**config.mk**
```make
export PLATFORM = sky130hd
export DESIGN_NAME = muldiv_arbiter_flat
export DESIGN_NICKNAME = d
export VERILOG_FILES = /design/src/rtl/muldiv_arbiter_if.sv /design/src/rtl/muldiv_arbiter.sv /design/src/flat_wrapper.sv
export SDC_FILE = /design/constraint.sdc
export NUM_CORES = 1
export LEC_CHECK = 0
export BUFFER_PORTS_ARGS = -buffer_cell sky130_fd_sc_hd__buf_2
export CAP_MARGIN = 0
export CORE_ASPECT_RATIO = 1.5
export CORE_MARGIN = 10
export CORE_UTILIZATION = 25
export DETAILED_ROUTE_END_ITERATION = 12
export SLEW_MARGIN = 20
export SYNTH_ARGS = -nofsm -noshare
export SYNTH_HDL_FRONTEND = slang
export SYNTH_SLANG_ARGS = --single-unit
```
**constraint.sdc**
```tcl
create_clock -name clk_i -period 3.9 [get_ports clk_i]
set_clock_uncertainty 0.2 [all_clocks]
set_input_delay 0.585 -clock clk_i [delete_from_list [all_inputs] [get_ports clk_i]]
set_output_delay 0.585 -clock clk_i [all_outputs]
set_load 0.005 [all_outputs]
```
**src/rtl/muldiv_arbiter_if.sv**
```systemverilog
// Bundle of requester-side and mul/div-unit-side signals for muldiv_arbiter.
// The slave modport is the arbiter's view; master is the environment's view.
interface muldiv_arbiter_if #(
    parameter int N = 16
);
    logic [1:0]     req_valid_i;
    logic [5:0]     req_op_i;
    logic [2*N-1:0] req_ra_i;
    logic [2*N-1:0] req_rb_i;
    logic [1:0]     req_ready_o;
    logic [1:0]     resp_valid_o;
    logic [N-1:0]   resp_data_o;
    logic           resp_err_o;
    logic           md_valid_o;
    logic [7:0]     md_inst_o;
    logic [N-1:0]   md_ra_o;
    logic [N-1:0]   md_rb_o;
    logic           md_stall_i;
    logic           md_ready_i;
    logic [N-1:0]   md_result_i;

    modport slave (
        input  req_valid_i, req_op_i, req_ra_i, req_rb_i,
        input  md_stall_i, md_ready_i, md_result_i,
        output req_ready_o, resp_valid_o, resp_data_o, resp_err_o,
        output md_valid_o, md_inst_o, md_ra_o, md_rb_o
    );

    modport master (
        output req_valid_i, req_op_i, req_ra_i, req_rb_i,
        output md_stall_i, md_ready_i, md_result_i,
        input  req_ready_o, resp_valid_o, resp_data_o, resp_err_o,
        input  md_valid_o, md_inst_o, md_ra_o, md_rb_o
    );
endinterface

```
**src/rtl/muldiv_arbiter.sv**
```systemverilog
// Two-requester round-robin front end for a shared mul/div unit, one operation in flight.
// Define MULDIV_ARB_WDT_EN to add a 63-cycle watchdog on the WAIT state.
module muldiv_arbiter #(
    parameter int N = 16
) (
    input logic             clk_i,
    input logic             rst_ni,
    muldiv_arbiter_if.slave bus
);

    typedef enum logic [1:0] {
        IDLE  = 2'd0,
        ISSUE = 2'd1,
        WAIT  = 2'd2,
        RESP  = 2'd3
    } state_t;

    state_t       r_state;
    state_t       w_next;
    logic         r_ptr;
    logic         r_owner;
    logic [2:0]   r_op;
    logic [N-1:0] r_ra;
    logic [N-1:0] r_rb;
    logic [N-1:0] r_data;
    logic         w_any_req;
    logic         w_grant;
    logic         w_gnt_id;
    logic [2:0]   w_gnt_op;
    logic [N-1:0] w_gnt_ra;
    logic [N-1:0] w_gnt_rb;
    logic         w_timeout;

    function automatic logic [7:0] op_onehot(input logic [2:0] op);
        op_onehot = 8'h01 << op;
    endfunction

    // Requests are masked while reset is held so no accept pulse leaks out.
    assign w_any_req = rst_ni & (|bus.req_valid_i);
    assign w_grant   = (r_state == IDLE) && w_any_req;
    assign w_gnt_op  = w_gnt_id ? bus.req_op_i[5:3]       : bus.req_op_i[2:0];
    assign w_gnt_ra  = w_gnt_id ? bus.req_ra_i[2*N-1:N]   : bus.req_ra_i[N-1:0];
    assign w_gnt_rb  = w_gnt_id ? bus.req_rb_i[2*N-1:N]   : bus.req_rb_i[N-1:0];

    // Round-robin pick: the pointer only matters when both requesters contend.
    always_comb begin
        w_gnt_id = 1'b0;
        if (bus.req_valid_i == 2'b11) begin
            w_gnt_id = r_ptr;
        end else begin
            w_gnt_id = bus.req_valid_i[1];
        end
    end

    // State register.
    always_ff @(posedge clk_i or negedge rst_ni) begin
        if (!rst_ni) begin
            r_state <= IDLE;
        end else begin
            r_state <= w_next;
        end
    end

    // Next-state and state-decoded handshake outputs.
    always_comb begin
        w_next           = r_state;
        bus.req_ready_o  = 2'b00;
        bus.resp_valid_o = 2'b00;
        bus.md_valid_o   = 1'b0;
        bus.md_inst_o    = 8'h00;
        case (r_state)
            IDLE: begin
                if (w_any_req) begin
                    w_next          = ISSUE;
                    bus.req_ready_o = w_gnt_id ? 2'b10 : 2'b01;
                end else begin
                    w_next = IDLE;
                end
            end
            ISSUE: begin
                bus.md_valid_o = 1'b1;
                bus.md_inst_o  = op_onehot(r_op);
                if (!bus.md_stall_i) begin
                    w_next = WAIT;
                end else begin
                    w_next = ISSUE;
                end
            end
            WAIT: begin
                if (bus.md_ready_i || w_timeout) begin
                    w_next = RESP;
                end else begin
                    w_next = WAIT;
                end
            end
            RESP: begin
                bus.resp_valid_o = r_owner ? 2'b10 : 2'b01;
                w_next           = IDLE;
            end
            default: begin
                w_next = IDLE;
            end
        endcase
    end

    // Grant capture and result capture; a timeout result is forced to zero.
    always_ff @(posedge clk_i or negedge rst_ni) begin
        if (!rst_ni) begin
            r_ptr   <= 1'b0;
            r_owner <= 1'b0;
            r_op    <= 3'd0;
            r_ra    <= {N{1'b0}};
            r_rb    <= {N{1'b0}};
            r_data  <= {N{1'b0}};
        end else begin
            if (w_grant) begin
                r_ptr   <= ~w_gnt_id;
                r_owner <= w_gnt_id;
                r_op    <= w_gnt_op;
                r_ra    <= w_gnt_ra;
                r_rb    <= w_gnt_rb;
            end
            if (r_state == WAIT) begin
                if (bus.md_ready_i) begin
                    r_data <= bus.md_result_i;
                end else if (w_timeout) begin
                    r_data <= {N{1'b0}};
                end
            end
        end
    end

    assign bus.md_ra_o     = r_ra;
    assign bus.md_rb_o     = r_rb;
    assign bus.resp_data_o = r_data;

`ifdef MULDIV_ARB_WDT_EN
    logic [5:0] r_wdt_cnt;
    logic       r_err;

    assign w_timeout = (r_state == WAIT) && (r_wdt_cnt == 6'd63);

    // WAIT-cycle counter, zero on entry to WAIT.
    always_ff @(posedge clk_i or negedge rst_ni) begin
        if (!rst_ni) begin
            r_wdt_cnt <= 6'd0;
        end else if (r_state != WAIT) begin
            r_wdt_cnt <= 6'd0;
        end else begin
            r_wdt_cnt <= r_wdt_cnt + 6'd1;
        end
    end

    // A unit result in the expiry cycle wins over the timeout.
    always_ff @(posedge clk_i or negedge rst_ni) begin
        if (!rst_ni) begin
            r_err <= 1'b0;
        end else if ((r_state == WAIT) && bus.md_ready_i) begin
            r_err <= 1'b0;
        end else if (w_timeout) begin
            r_err <= 1'b1;
        end else begin
            r_err <= r_err;
        end
    end

    assign bus.resp_err_o = (r_state == RESP) && r_err;
`else
    assign w_timeout      = 1'b0;
    assign bus.resp_err_o = 1'b0;
`endif

endmodule

```
**src/flat_wrapper.sv**
```systemverilog
// flat-port wrapper written by rule: the top's interface ports become plain ports
module muldiv_arbiter_flat 
#(
    parameter int N = 16
)
  (clk_i, rst_ni, bus_req_valid_i, bus_req_op_i, bus_req_ra_i, bus_req_rb_i, bus_md_stall_i, bus_md_ready_i, bus_md_result_i, bus_req_ready_o, bus_resp_valid_o, bus_resp_data_o, bus_resp_err_o, bus_md_valid_o, bus_md_inst_o, bus_md_ra_o, bus_md_rb_o);
  muldiv_arbiter_if #(.N(N)) bus_i ();
  input logic clk_i;
  input logic rst_ni;
  input wire logic [$bits(bus_i.req_valid_i)-1:0] bus_req_valid_i;
  input wire logic [$bits(bus_i.req_op_i)-1:0] bus_req_op_i;
  input wire logic [$bits(bus_i.req_ra_i)-1:0] bus_req_ra_i;
  input wire logic [$bits(bus_i.req_rb_i)-1:0] bus_req_rb_i;
  input wire logic [$bits(bus_i.md_stall_i)-1:0] bus_md_stall_i;
  input wire logic [$bits(bus_i.md_ready_i)-1:0] bus_md_ready_i;
  input wire logic [$bits(bus_i.md_result_i)-1:0] bus_md_result_i;
  output wire logic [$bits(bus_i.req_ready_o)-1:0] bus_req_ready_o;
  output wire logic [$bits(bus_i.resp_valid_o)-1:0] bus_resp_valid_o;
  output wire logic [$bits(bus_i.resp_data_o)-1:0] bus_resp_data_o;
  output wire logic [$bits(bus_i.resp_err_o)-1:0] bus_resp_err_o;
  output wire logic [$bits(bus_i.md_valid_o)-1:0] bus_md_valid_o;
  output wire logic [$bits(bus_i.md_inst_o)-1:0] bus_md_inst_o;
  output wire logic [$bits(bus_i.md_ra_o)-1:0] bus_md_ra_o;
  output wire logic [$bits(bus_i.md_rb_o)-1:0] bus_md_rb_o;
  assign bus_i.req_valid_i = bus_req_valid_i;
  assign bus_i.req_op_i = bus_req_op_i;
  assign bus_i.req_ra_i = bus_req_ra_i;
  assign bus_i.req_rb_i = bus_req_rb_i;
  assign bus_i.md_stall_i = bus_md_stall_i;
  assign bus_i.md_ready_i = bus_md_ready_i;
  assign bus_i.md_result_i = bus_md_result_i;
  assign bus_req_ready_o = bus_i.req_ready_o;
  assign bus_resp_valid_o = bus_i.resp_valid_o;
  assign bus_resp_data_o = bus_i.resp_data_o;
  assign bus_resp_err_o = bus_i.resp_err_o;
  assign bus_md_valid_o = bus_i.md_valid_o;
  assign bus_md_inst_o = bus_i.md_inst_o;
  assign bus_md_ra_o = bus_i.md_ra_o;
  assign bus_md_rb_o = bus_i.md_rb_o;
  muldiv_arbiter #(.N(N)) u_core (.clk_i(clk_i), .rst_ni(rst_ni), .bus(bus_i));
endmodule
```
== After elaboration in Yosys (flattened, before gate mapping) ==
Cells that the tools add are included.

* Equality and inequality tests: 4
* Shifts and indexed selects: 1
* Multiplexer cells: 15
* Bitwise gates (word level): 2
* Reductions and logical operators: 4

{| class="wikitable"
|+ Operators with widths
! kind !! count
|-
| 16-bit 2-to-1 mux || 2
|-
| 2-bit 2-to-1 mux || 6
|-
| 8-bit 2-to-1 mux || 1
|-
| 2-bit one-hot mux with 4 select lines || 1
|-
| 1-bit by 3-bit << shifter with 8-bit output, first input constant || 1
|-
| 2-bit equality test, second input constant || 3
|-
| 1-bit 2-to-1 mux || 4
|-
| 3-bit 2-to-1 mux || 1
|-
| 2-bit by 1-bit equality test with 1-bit output, second input constant || 1
|-
| 2-bit logical NOT || 1
|-
| 2-bit AND reduction || 1
|-
| 2-bit OR reduction || 1
|-
| 1-bit AND || 1
|-
| 1-bit logical AND || 1
|-
| 1-bit NOT || 1
|}

* Register bits: 55
* Input bits: 92
* Output and inout bits: 62
* Logic and storage cells: 33

== Depth between registers and ports, before layout ==
Gate-level depths: netlist of run 1.

* Depth after elaboration: 5
* Depth in mapped cells: 5
* Gate-level depth less buffers: 3

== Least setup slack after synthesis of run 1 ==
No wires, ideal clock.

* Path type: input-to-output
* Start: in rst_ni
* End: out bus_req_ready_o[0]
* Data arrival time: 1.180 ns
* Data required time: 3.115 ns
* Setup slack: 1.935 ns
* Stages on the path: 4
* Buffers on the path: 1
* Path through: nor3b_2 > buf_2 > o21ai_1 > a21oi_1

* Longest elaborated chain between the ends: 3

{| class="wikitable"
|+ Ends and longest elaborated chain
! element !! line !! text
|-
| start, declared || flat_wrapper.sv:9 || <nowiki>input logic rst_ni;</nowiki>
|-
| 1-bit AND || muldiv_arbiter.sv:39 || <nowiki>assign w_any_req = rst_ni & (|bus.req_valid_i);</nowiki>
|-
| 2-bit 2-to-1 mux || muldiv_arbiter.sv:73 || <nowiki>if (w_any_req) begin</nowiki>
|-
| 2-bit 2-to-1 mux || muldiv_arbiter.sv:71 || <nowiki>case (r_state)</nowiki>
|-
| end, declared || flat_wrapper.sv:17 || <nowiki>output wire logic [$bits(bus_i.req_ready_o)-1:0] bus_req_ready_o;</nowiki>
|}

Every way passes these cells.

==> results.md, run 1 <==
- STA puts the critical path data arrival time at 1800 ps.
- The root buffer selected by CTS is sky130_fd_sc_hd__clkbuf_16.
- The mean area per synthesized cell is 13.55 um^2.
- The core region is 0.01059 mm^2.
- For this run, the number of Yosys warnings is 0.
- After routing the design area is 0.003705 mm^2.
- The setup total negative slack is 0 ps.
- The die covers 0.01549 mm^2.
- In the global route stage, overall resource usage came out at 0.1062.
- The detailed router's first-iteration violation count is 106.
- Yosys mapped a number of flops with a built-in enable equal to 0.
- The number of rows in the core area is 46.
- After detailed routing, the number of vias per cell comes to 4.702.
- For this design the static power due to leakage is 1.681 nW.
- The register bit count reported by yosys is 55.
- The clock period could shrink to 2587 ps.
- After detailed routing, the total wire length is 8502 um.
- The type of origin of the critical path is a register.
- The maximum vdd drop is 0.2861 mV.
- The most common cell after layout, fill and taps aside is sky130_fd_sc_hd__buf_2.
- Clock latency on the worst-skew pair, taken at its later pin, is 280 ps.
- For this run, the register share of the synthesized area comes to 0.5078.
- The area overhead of the layout relative to synthesis is 36.70%.
- In this run the tool buffered the top-level ports with 152 buffer cells.
- The relative slew slack is 0.5273.
- The wire length of the first global-routing pass is 13380 um.
- Entering global routing, the biggest net connects 56 pins.
- At the pin with the least slew margin, the transition time is 709.1 ps.
- Synthesis produced a netlist with a net count of 292.
- The floorplan step set the die width to 105.0 um.
- The maximum clock path buffer count is 2.
- In this run the worst path has a maximum fanout of 12.
- The category of the critical setup timing path is register to primary output.
- The first TritonRoute pass finished after 4 iterations.
- The post-synth design cell area is 0.002710 mm^2.
- The filler cells instantiated in the layout total 1131.
- The CTS buffer count is 5.
- The count of nets left with antenna violations once routing finished came out at 0.
- The tool flagged a number of max-cap violations equal to 0.
- Across the whole layout, storage elements account for 0.001376 mm^2.
- After clock tree synthesis, the clock-pin slew on the worst setup and hold paths is 70 ps.
- In this run, post-CTS hold repair placed 0 buffers.
- The number of vias in the routed layout is 2290.
- The via count of the first global-routing pass is 2585.
- The count of H-tree levels built during CTS is 2.
- The estimated wirelength of the detail-placed design is 6487 um.
- The effective utilization at floorplan is 0.2559.
- The worst reg2reg path depth is 4.
- Counting flops with an async set or reset pin after synthesis yields a share of 1.000.
- After detailed routing, the average wire length per cell comes to 17.46 um.
- Setup slack on the critical path of the routed design comes to 1313 ps.
- The top cell types in the final layout, fill and taps aside, are sky130_fd_sc_hd__buf_2 (152), sky130_fd_sc_hd__dfrtp_1 (55), sky130_fd_sc_hd__o32ai_1 (35).
- The cell count after synthesis came out at 200.
- Setup repair after global routing left no endpoint under its margin.
- After global routing the overflow that remains totals 0.
- TritonCTS built the clock tree.
- In this run the critical register-to-register path is captured at u_core.bus.md_rb_o[10].
- After clock tree synthesis, the repair step resized 0 gates.
- The area of the multi-input gates is 0.001190 mm^2.
- The worst-case register-to-register setup slack is 1630 ps.
- Pin placement for this block handled 154 I/O pins.
- For this run, design rule violations remaining after detail routing come to 0.
- Of the cells placed in the final design, the portion with a size suffix greater than 1 is 0.5977.
- The power density relative to cell area is 709.9 mW/mm^2.
- Yosys mapped the design onto 28 distinct sky130hd cell types.
- The final layout contains 434 nets.
- The weighted congestion reported at the end of routability-driven placement is 0.7408.
- The count of pins over their slew limit is 0.
- The initial antenna violation count is 0.
- The die outline height is 147.5 um.
- The final number of setup-violating endpoints is 0.
- The worst setup slack after placement is 1429 ps.
- The total number of clock tree sinks is 55.
- For this run, the share of the core covered by cells in the final layout is 0.3498.
- The number of failing hold endpoints at the final stage is 0.
- The most frequently used flop master after synthesis is sky130_fd_sc_hd__dfrtp_1.
- The flow ran to the end, and the final reports show no timing, DRC or antenna violations.
- The area of placed instances is 0.003548 mm^2.
- The fmax is 386.6 MHz.
- In the finished design, the share of the clock period the worst path needs comes to 0.6633.
- The number of antenna cells inserted is 0.
- The endpoint type of the worst setup path is a primary output.
- The worst hold path class is primary input to async pin.
- The required time at the worst-slack endpoint is 3120 ps.
- The buffers inserted during post-CTS setup optimization is 0.
-- state kept, by name (all words and copies together), names as in the netlist, named ones only --
name	count
u_core.bus.md_ra_o	16
u_core.bus.md_rb_o	16
u_core.bus.resp_data_o	16
u_core.r_op	3
u_core.r_owner	1
u_core.r_ptr	1
u_core.r_state	1
-- cells by family (layout without fill, tap and decap cells) --
group / after synthesis / count (layout) / synth area share
AO/OA/AOI/OAI: 76 / 76 / 0.3079
buffers and inverters: 24 / 167 / 0.05678
flip-flops: 55 / 55 / 0.5078
multiplexers: 16 / 16 / 0.06648
other: 1 / 1 / 0.001384
AND/OR/NAND/NOR: 28 / 28 / 0.05956
-- synthesized netlist by cell type (2+ instances only) --
library cell / number / area (um^2)
sky130_fd_sc_hd__dfrtp_1: 55 / 1376
sky130_fd_sc_hd__buf_8: 3 / 45.04
sky130_fd_sc_hd__nor2_1: 7 / 26.28
sky130_fd_sc_hd__clkbuf_1: 3 / 11.26
sky130_fd_sc_hd__buf_2: 12 / 60.06
sky130_fd_sc_hd__a2bb2oi_1: 6 / 52.55
sky130_fd_sc_hd__nand2b_1: 7 / 43.79
sky130_fd_sc_hd__nor3_1: 2 / 10.01
sky130_fd_sc_hd__mux2_1: 9 / 101.4
sky130_fd_sc_hd__nand2_1: 4 / 15.01
sky130_fd_sc_hd__buf_4: 2 / 15.01
sky130_fd_sc_hd__mux2_2: 7 / 78.83
sky130_fd_sc_hd__inv_1: 2 / 7.510
sky130_fd_sc_hd__nor2b_1: 2 / 12.51
sky130_fd_sc_hd__nand3_1: 3 / 15.01
sky130_fd_sc_hd__a2bb2oi_2: 29 / 435.4
sky130_fd_sc_hd__o21a_1: 2 / 15.01
sky130_fd_sc_hd__o32ai_1: 35 / 306.5
-- layer usage --
metal	vias up	part of all wire	track usage
li1	1068	-	-
met1	1110	0.39	0.1103
met2	94	0.53	0.1928
met3	18	0.057	0.02959
met4	0	0.030	0.04821
met5	-	0	0
-- report_power, final --
part	switching [mW]	internal (mW)
clock	0.190	0.274
combinational	0.502	0.625
sequential	0.190	0.849
total	0.882	1.75
-- area by class of cell --
cell class | count | area share
Sequential cell | 55 | 0.3715
Clock buffer | 8 | 0.04222
Timing Repair Buffer | 156 | 0.2134
Tap cell | 144 | 0.04863
Inverter | 3 | 0.003040
Multi-Input combinational cell | 121 | 0.3212
-- metrics by stage --
step / total power [mW] / std cells / hold WS (ps)
4_1_cts: 2.686 / 487 / 292.0
5_1_grt: 2.821 / 487 / 301.2
3_3_place_gp: 2.163 / 479 / 269.1
3_5_place_dp: 2.207 / 479 / 276.1
6_report: 2.630 / 487 / 268.2
2_1_floorplan: 1.745 / 200 / 89.41
-- worst max-delay path: stages, from the launching register on --
cell	delay [ps]
sky130_fd_sc_hd__dfrtp_1	480
sky130_fd_sc_hd__nor3b_4	580
sky130_fd_sc_hd__o21ai_1	180
sky130_fd_sc_hd__a21oi_1	140
sky130_fd_sc_hd__buf_2	140
-- worst max path at each step --
stage / cells past startpoint / start / endpoint / slack [ps]
2_1_floorplan: 4 / rst_ni / bus_req_ready_o[0] / 1940
3_3_place_gp: 5 / rst_ni / bus_req_ready_o[0] / 1410
3_5_place_dp: 4 / bus_req_valid_i[0] / u_core.bus.md_ra_o[12] / 1430
4_1_cts: 4 / register / bus_req_ready_o[0] / 1270
5_1_grt: 4 / register / bus_req_ready_o[0] / 1130
6_report: 4 / register / bus_req_ready_o[0] / 1310
No activity file was read; power rests on OpenSTA's default activity.
==> inputs of run 2 (changes only) <==
==> constraint.sdc (replaced) <==
create_clock -name clk_i -period 2.7 [get_ports clk_i]
set_clock_uncertainty 0.2 [all_clocks]
set_input_delay 0.405 -clock clk_i [delete_from_list [all_inputs] [get_ports clk_i]]
set_output_delay 0.405 -clock clk_i [all_outputs]
set_load 0.005 [all_outputs]
==> results.md, run 2 (same netlist as run 1, synthesis figures left out) <==
- The flow ran to the end, and the final reports show no timing, DRC or antenna violations.
- The number of antenna cells inserted is 0 (unchanged).
- The number of nets with antenna violations after detailed routing is 0 (unchanged).
- Based on the critical path, the design can be clocked at up to 463.6 MHz.
- The CTS buffer count is 5 (unchanged).
- The required time at the worst-slack endpoint is 2100 ps (-1020 ps).
- The final layout net count came to 436 (+0.46%).
- The setup total negative slack is 0 ps (unchanged).
- The leakage power figure is 1.706 nW (+1.5%).
- The count of buffers from port buffering is 152 (unchanged).
- The maximum fanout encountered on the critical timing path was 11 (-1).
- The setup path with the least slack is of type register to primary output.
- The top cell types in the final layout, fill and taps aside, are sky130_fd_sc_hd__buf_2 (152), sky130_fd_sc_hd__dfrtp_1 (55), sky130_fd_sc_hd__o32ai_1 (35).
- The pin count of the biggest net entering global routing is 56 (unchanged).
- The number of max-capacitance violations reported came to 0 (unchanged).
- The most common cell after layout, fill and taps aside is sky130_fd_sc_hd__buf_2.
- The root buffer selected by CTS is sky130_fd_sc_hd__clkbuf_16.
- The worst setup slack after placement is 809.5 ps (-619.3 ps).
- Traced cell by cell, the critical path runs through nor3b_4 > buf_4 > o21ai_1 > a21oi_1 > buf_2.
- The wire length per cell after detailed routing is 17.36 um (-0.56%).
- The number of failing hold endpoints at the final stage is 0 (unchanged).
- The total routing usage reported by global routing is 0.1076 (+0.001358).
- The delay of the slowest critical-path stage is 470 ps (-110 ps).
- The number of cells upsized or downsized after cts is 0 (unchanged).
- The die outline area is 0.01549 mm^2 (unchanged).
- The worst reg2reg path depth was 5 (+1).
- The number of vias in the routed layout came to 2247 (-1.9%).
- The overall power was 3.885 mW (+48%).
- Of the available clock period, the critical path in the final layout requires 0.7989.
- The relative slew slack is 0.5219 (-0.005369).
- The total number of clock tree sinks was 55 (unchanged).
- The placeable core region is 0.01059 mm^2 (unchanged).
- The count of pins over their slew limit is 0 (unchanged).
- The maximum clock path buffer count is 2 (unchanged).
- The number of remaining DRC errors is 0 (unchanged).
- The insertion delay to the later sink of the worst-skew pair is 290 ps (about the same).
- The worst-case register-to-register setup slack is 810 ps (-820 ps).
- The detailed router's first-iteration violation count was 64 (-40%).
- The total iterations of the first detailed-routing run is 4 (unchanged).
- The final number of setup-violating endpoints is 0 (unchanged).
- The effective utilization at floorplan is 0.2559 (unchanged).
- The endpoint type of the worst setup path is a primary output.
- The die outline height is 147.5 um (unchanged).
- The share of post-route cells with drive strength above 1 is 0.6000 (+0.002332).
- The tightest min-delay check is of the primary input to async pin type.
- The number of buffers added to fix hold violations after cts is 0 (unchanged).
- The weighted congestion reported at the end of routability-driven placement was 0.7350 (-0.78%).
- Subtracting the final worst setup slack from the clock period gives 2157 ps.
- The count of buffering cells on the critical path with inverters included is 2 (+1).
- The worst setup path is launched from a register.
- The slack of the critical path is 543.0 ps (-770.2 ps).
- The TritonCTS clock tree is yes.
- The count of H-tree levels built during CTS is 2 (unchanged).
- The number of ports placed on the die boundary is 154 (unchanged).
- The buffers inserted during post-CTS setup optimization was 0 (unchanged).
- The register clock-pin slew on the reported worst setup and hold paths is 70 ps (about the same).
- The kind of cell with the highest combined delay along the critical path is flip-flops.
- The total grt overflow came to 0 (unchanged).
- The wire length of the first global-routing pass came to 13640 um (+2.0%).
- The power density relative to cell area is 1036 mW/mm^2 (+46%).
- The estimated wirelength of the detail-placed design came to 6528 um (+0.64%).
- The via count of the first global-routing pass is 2676 (+3.5%).
- The initial antenna violation count is 0 (unchanged).
- Setup repair after global routing left no endpoint under its margin.
- The transition time at the pin with the least slew margin is 717.1 ps (+8.053 ps).
- The cell type of the slowest stage on the worst timing path is sky130_fd_sc_hd__dfrtp_1.
- The via-per-instance ratio is 4.595 (-2.3%).
- The critical register-to-register path endpoint is u_core.r_owner.
- The area growth from synthesis to layout is 38.37%.
- The data arrival at the endpoint of the critical path is 1550 ps (-250 ps).
- The post-detailed-routing wire length was 8489 um (-0.15%).
- The width of the chip is 105.0 um (unchanged).
- The maximum vdd drop is 0.3186 mV (+11%).
- The number of rows in the core area is 46 (unchanged).
[run 2: layer usage]
layer,vias up,wire [um],global-route usage
met5,-,0,0
met4,0,184,0.03994
met3,11,486,0.02829
met2,82,4597,0.1997
met1,1078,3220,0.1124
li1,1076,-,-
[run 2: area by class of cell]
type / count / area, um^2
flip-flops and latches: 55 / 1376
inverters: 3 / 11.26
clock buffers: 6 / 138.9
fillers: 1101 / 6840
multi-input cells: 121 / 1190
clock inverters: 2 / 35.03
repair buffers: 158 / 818.3
well taps: 144 / 180.2
[run 2: worst max-delay path by stage]
stage	slack [ps]	cells after the start	end
6_report	540	5	bus_req_ready_o[0]
5_1_grt	320	4	bus_md_inst_o[4]
4_1_cts	500	4	bus_md_inst_o[4]
3_5_place_dp	810	5	u_core.r_owner
3_3_place_gp	810	6	u_core.r_owner
2_1_floorplan	1010	4	bus_req_ready_o[0]
[run 2: through the flow]
step                utilization  area (um^2)  hold WS [ps]  std cells
floorplan                     -         2710        -90.59        200
global placement         0.3377         3576         267.7        481
detailed placement       0.3377         3576         275.4        481
CTS                      0.3541         3750         106.9        489
global route             0.3541         3750         118.0        489
finish                   0.3541         3750         78.94        489
[run 2: report_power, final]
part	internal (mW)	switching, mW	total, mW
registers	1.23	0.264	1.49
clock network	0.462	0.286	0.747
logic	0.919	0.730	1.65
[run 2: worst reg2reg max path: cells and delay by family (launching register included)]
kind,cells,cell delay [ps]
DFF,1,470
and+or+nand+nor,3,460
buffers and inverters,2,640
==> inputs of run 3 (changes only) <==
--- a/config.mk
+++ b/config.mk
@@ -5,6 +5,7 @@
 export SDC_FILE = /design/constraint.sdc
 export NUM_CORES = 1
 export LEC_CHECK = 0
+export ABC_AREA = 1
 export BUFFER_PORTS_ARGS = -buffer_cell sky130_fd_sc_hd__buf_2
 export CAP_MARGIN = 0
 export CORE_ASPECT_RATIO = 1.5
==> constraint.sdc (replaced) <==
create_clock -name clk_i -period 1.83 [get_ports clk_i]
set_clock_uncertainty 0.2 [all_clocks]
set_input_delay 0.2745 -clock clk_i [delete_from_list [all_inputs] [get_ports clk_i]]
set_output_delay 0.2745 -clock clk_i [all_outputs]
set_load 0.005 [all_outputs]
==> results.md, run 3 <==
- The final layout net count was 662 (+52%).
- Relative to the synthesized area, the layout overhead comes to 40.24%.
- The number of remaining DRC errors is 0 (unchanged).
- The post-synth design cell area is 0.002910 mm^2 (+7.4%).
- The commonest cells after synthesis are sky130_fd_sc_hd__nand2_1 (131), sky130_fd_sc_hd__inv_1 (94), sky130_fd_sc_hd__nand3_1 (73).
- The maximum clock path buffer count is 2 (unchanged).
- The count of filler cells inserted in the layout is 1261 (+15%).
- The relative slew slack is 0.5242 (+0.002262).
- The worst-case register-to-register setup slack is 320 ps (-490 ps).
- The number of vias in the routed layout is 2998 (+33%).
- The detailed route wirelength on metal3 was 613 um (+26%).
- The sequential cell area came to 0.001376 mm^2 (unchanged).
- The number of rows in the core area is 48 (+4.3%).
- The maximum vdd drop is 0.4172 mV (+31%).
- The worst reg2reg path depth came to 8 (+3).
- The top-area cell type share of the netlist area is 0.4729 (-0.03493).
- The placeable core region came to 0.01147 mm^2 (+8.3%).
- The top layer used by detailed routing is met4.
- The run finished, with violations left.
- For the finished layout, the period the worst path requires is 1820 ps.
- The number of cells produced by synthesis is 414 (+110%).
- The most frequent cell on the critical path is sky130_fd_sc_hd__nor2_2.
- The count of H-tree levels built during CTS is 2 (unchanged).
- The estimated wirelength of the detail-placed design is 7590 um (+16%).
- The final reports fail on negative hold slack.
- The sequential share of power came to 0.388 (+0.005).
- Leaving out fill and tap cells, the most frequent cells in the layout are sky130_fd_sc_hd__buf_2 (151), sky130_fd_sc_hd__nand2_1 (130), sky130_fd_sc_hd__inv_1 (93).
- The setup total negative slack is 0 ps (unchanged).
- The die outline area was 0.01645 mm^2 (+6.2%).
- The post-detailed-routing wire length is 9608 um (+13%).
- The worst hold path class is primary input to async pin.
- The mean area per synthesized cell came to 7.030 um^2 (-48%).
- The number of failing hold endpoints at the final stage came to 9 (+9).
- The number of enable-type register cells in the synthesized netlist is 0 (unchanged).
- The share of synthesized flip-flops with an asynchronous set or reset is 1.000 (unchanged).
- The maximum fanout encountered on the critical timing path came to 4 (-7).
- The number of ports placed on the die boundary is 154 (unchanged).
- The data arrival at the endpoint of the critical path is 1350 ps (-200 ps).
- The routed length on met2 was 5174 um (+13%).
- The number of antenna cells inserted came to 0 (unchanged).
- The net switching power figure came to 1.988 mW (+55%).
- The relative contribution of combinational cells to total power is 0.407 (-0.017).
- The register bit count reported by yosys is 55 (unchanged).
- The number of nets with antenna violations after detailed routing is 0 (unchanged).
- The endpoint identified for the worst register-to-register timing path is u_core.bus.md_ra_o[2].
- The worst setup path is of the register to primary output kind.
- The die outline height is 152.1 um (+3.1%).
- The count of buffers from port buffering came to 152 (unchanged).
- The pin count of the biggest net entering global routing came to 56 (unchanged).
- The cell type of the slowest stage on the worst timing path is sky130_fd_sc_hd__dfrtp_1.
- The width of the chip was 108.1 um (+2.9%).
- By instance count, the leading cell after synthesis is sky130_fd_sc_hd__nand2_1.
- The share of post-route cells with drive strength above 1 came to 0.3327 (-0.2673).
- The delay of the slowest critical-path stage was 410 ps (-60 ps).
- The total number of clock tree sinks came to 55 (unchanged).
- The cell accounting for the most synthesized area is sky130_fd_sc_hd__dfrtp_1.
- The synthesized net count is 506 (+73%).
- The endpoint type of the worst setup path is a primary output.
- The effective utilization at floorplan is 0.2537 (-0.002199).
- Sorting the synthesized cells by area gives the leading types as sky130_fd_sc_hd__dfrtp_1 (47%), sky130_fd_sc_hd__nand2_1 (17%), sky130_fd_sc_hd__nand3_1 (13%), sky130_fd_sc_hd__inv_1 (12%), sky130_fd_sc_hd__o21ai_0 (3.3%).
- The wire length of the first global-routing pass is 15420 um (+13%).
- The total number of yosys warnings is 0 (unchanged).
- The wire length the detailed router placed on met1 is 3698 um (+15%).
- The total routing usage reported by global routing is 0.1155 (+0.007917).
- TritonCTS built the clock tree.
- The number of max-capacitance violations reported is 0 (unchanged).
- The weighted congestion reported at the end of routability-driven placement is 0.8129 (+11%).
- The startpoint of the lowest-slack register-to-register path is u_core.r_state[0].
- The unique cell type count in the Yosys netlist is 17 (-39%).
- The cell-internal power is 3.453 mW (+33%).
- The required time at the worst-slack endpoint is 1360 ps (-740 ps).
- The total non-filler cell area in the finished layout is 0.004081 mm^2 (+8.8%).
- The final number of setup-violating endpoints is 0 (unchanged).
- Among all flip-flop cells after synthesis, the most frequent one is sky130_fd_sc_hd__dfrtp_1.
- The CTS buffer count was 5 (unchanged).
- The detailed router's first-iteration violation count came to 78 (+22%).
- The share of total power consumed by net switching was 0.3653 (+0.03601).
- The transition time at the pin with the least slew margin came to 713.7 ps (-3.392 ps).
- The register clock-pin slew on the reported worst setup and hold paths is 70 ps (about the same).
- The clock network fraction of total power is 0.205 (+0.013).
- The wire length per cell after detailed routing is 13.33 um (-23%).
- The sequential element share of the synthesized area was 0.4729 (-0.03493).
- The total grt overflow is 0 (unchanged).
- The total iterations of the first detailed-routing run is 4 (unchanged).
- The area of the multi-input gates is 0.001066 mm^2 (-10%).
- The root buffer selected by CTS is sky130_fd_sc_hd__clkbuf_16.
- The initial antenna violation count is 0 (unchanged).
- The power density relative to cell area is 1333 mW/mm^2 (+29%).
- The count of pins over their slew limit is 0 (unchanged).
- Of the available clock period, the critical path in the final layout requires 0.9945.
- The fmax is 549.4 MHz.
- The leakage power figure is 2.580 nW (+51%).
- Setup repair after global routing could not meet its margin everywhere.
- The library cell used most frequently in the layout, excluding fill and tap cells, is sky130_fd_sc_hd__buf_2.
- The via-per-instance ratio came to 4.158 (-9.5%).
- The worst hold slack is -4.266 ps (-83.21 ps).
- The type of origin of the critical path is a register.
- The insertion delay to the later sink of the worst-skew pair is 290 ps (about the same).
- The via count of the first global-routing pass is 3100 (+16%).
- The area of placed instances is 0.003841 mm^2 (+7.4%).
- The critical path goes through nor2_2 > inv_1 > or2_4 > nor2_2 > buf_2.
[run 3: cell types whose count changed in the layout (fill, tap and decap cells not counted), moves of 4 or more]
cell / previous run / this run
sky130_fd_sc_hd__a2bb2oi_1: 6 / 0
sky130_fd_sc_hd__a2bb2oi_2: 29 / 0
sky130_fd_sc_hd__buf_4: 5 / 16
sky130_fd_sc_hd__inv_1: 2 / 93
sky130_fd_sc_hd__mux2_1: 9 / 0
sky130_fd_sc_hd__mux2_2: 7 / 0
sky130_fd_sc_hd__nand2_1: 4 / 130
sky130_fd_sc_hd__nand2_2: 0 / 4
sky130_fd_sc_hd__nand2b_1: 7 / 0
sky130_fd_sc_hd__nand3_1: 3 / 72
sky130_fd_sc_hd__o21ai_0: 1 / 19
sky130_fd_sc_hd__o32ai_1: 35 / 0
[run 3: metrics by stage]
| step | hold slack [ps] | worst slack (ps) | utilization | instances | power, mW |
|---|---|---|---|---|---|
| final | -4.266 | 9.980 | 0.3558 | 721 | 5.441 |
| after global placement | 260.9 | 225.0 | 0.3349 | 707 | 4.240 |
| after CTS | 14.75 | 2.514 | 0.3539 | 720 | 5.540 |
| after floorplan | -221.1 | 317.4 | - | 414 | 3.217 |
| after detailed placement | 261.2 | 172.6 | 0.3349 | 707 | 4.311 |
| after global routing | 13.27 | -96.37 | 0.3558 | 721 | 5.940 |
[run 3: repair_timing]
action / CTS / global route
hold buffers: 1 / 0
pin swaps: 2 / 2
endpoints found under the setup margin: 4 / 7
endpoints found under the hold margin: 1 / 0
resized for setup: 2 / 4
setup buffers: 4 / 1
[run 3: power groups by stage]
stage                     clock network [mW]  registers (mW)  logic (mW)
after floorplan                            0            2.15        1.06
after global placement                     0            2.12        2.12
after detailed placement                   0            2.13        2.18
after CTS                               1.17            2.12        2.25
after global routing                    1.21            2.19        2.54
final                                   1.12            2.11        2.21
[run 3: logic make-up after synthesis]
logic type      after synthesis  share of synthesized area
compound gates               19                    0.03267
buf+inv                     117                     0.1668
flops                        55                     0.4729
other cells                   1                   0.001289
simple gates                222                     0.3263
[run 3: worst max path at each step]
stage	from	endpoint	cells past startpoint
3_3_place_gp	register	bus_md_inst_o[1]	5
6_report	register	bus_md_inst_o[3]	5
5_1_grt	register	bus_md_inst_o[3]	5
3_5_place_dp	register	bus_md_inst_o[3]	5
4_1_cts	register	bus_md_inst_o[3]	5
2_1_floorplan	register	bus_md_inst_o[0]	4
[run 3: cell type report]
class	instances	share of cell area
sequential	55	0.3372
timing repair buffer	170	0.2247
clock inverter	2	0.008584
inverter	96	0.08829
tap	150	0.04598
clock buffer	6	0.03403
multi-input combinational	242	0.2612
[run 3: metal layers]
layer	vias to the layer above	track usage
met1	1362	0.1210
li1	1541	-
met3	6	0.02921
met4	0	0.03448
met5	-	0
met2	89	0.2148
[run 3: worst max-delay path, delay by kind of cell (launching register included)]
family	cells	cell delay (ps)
flops	1	410
buf+inv	2	180
simple gates	3	460
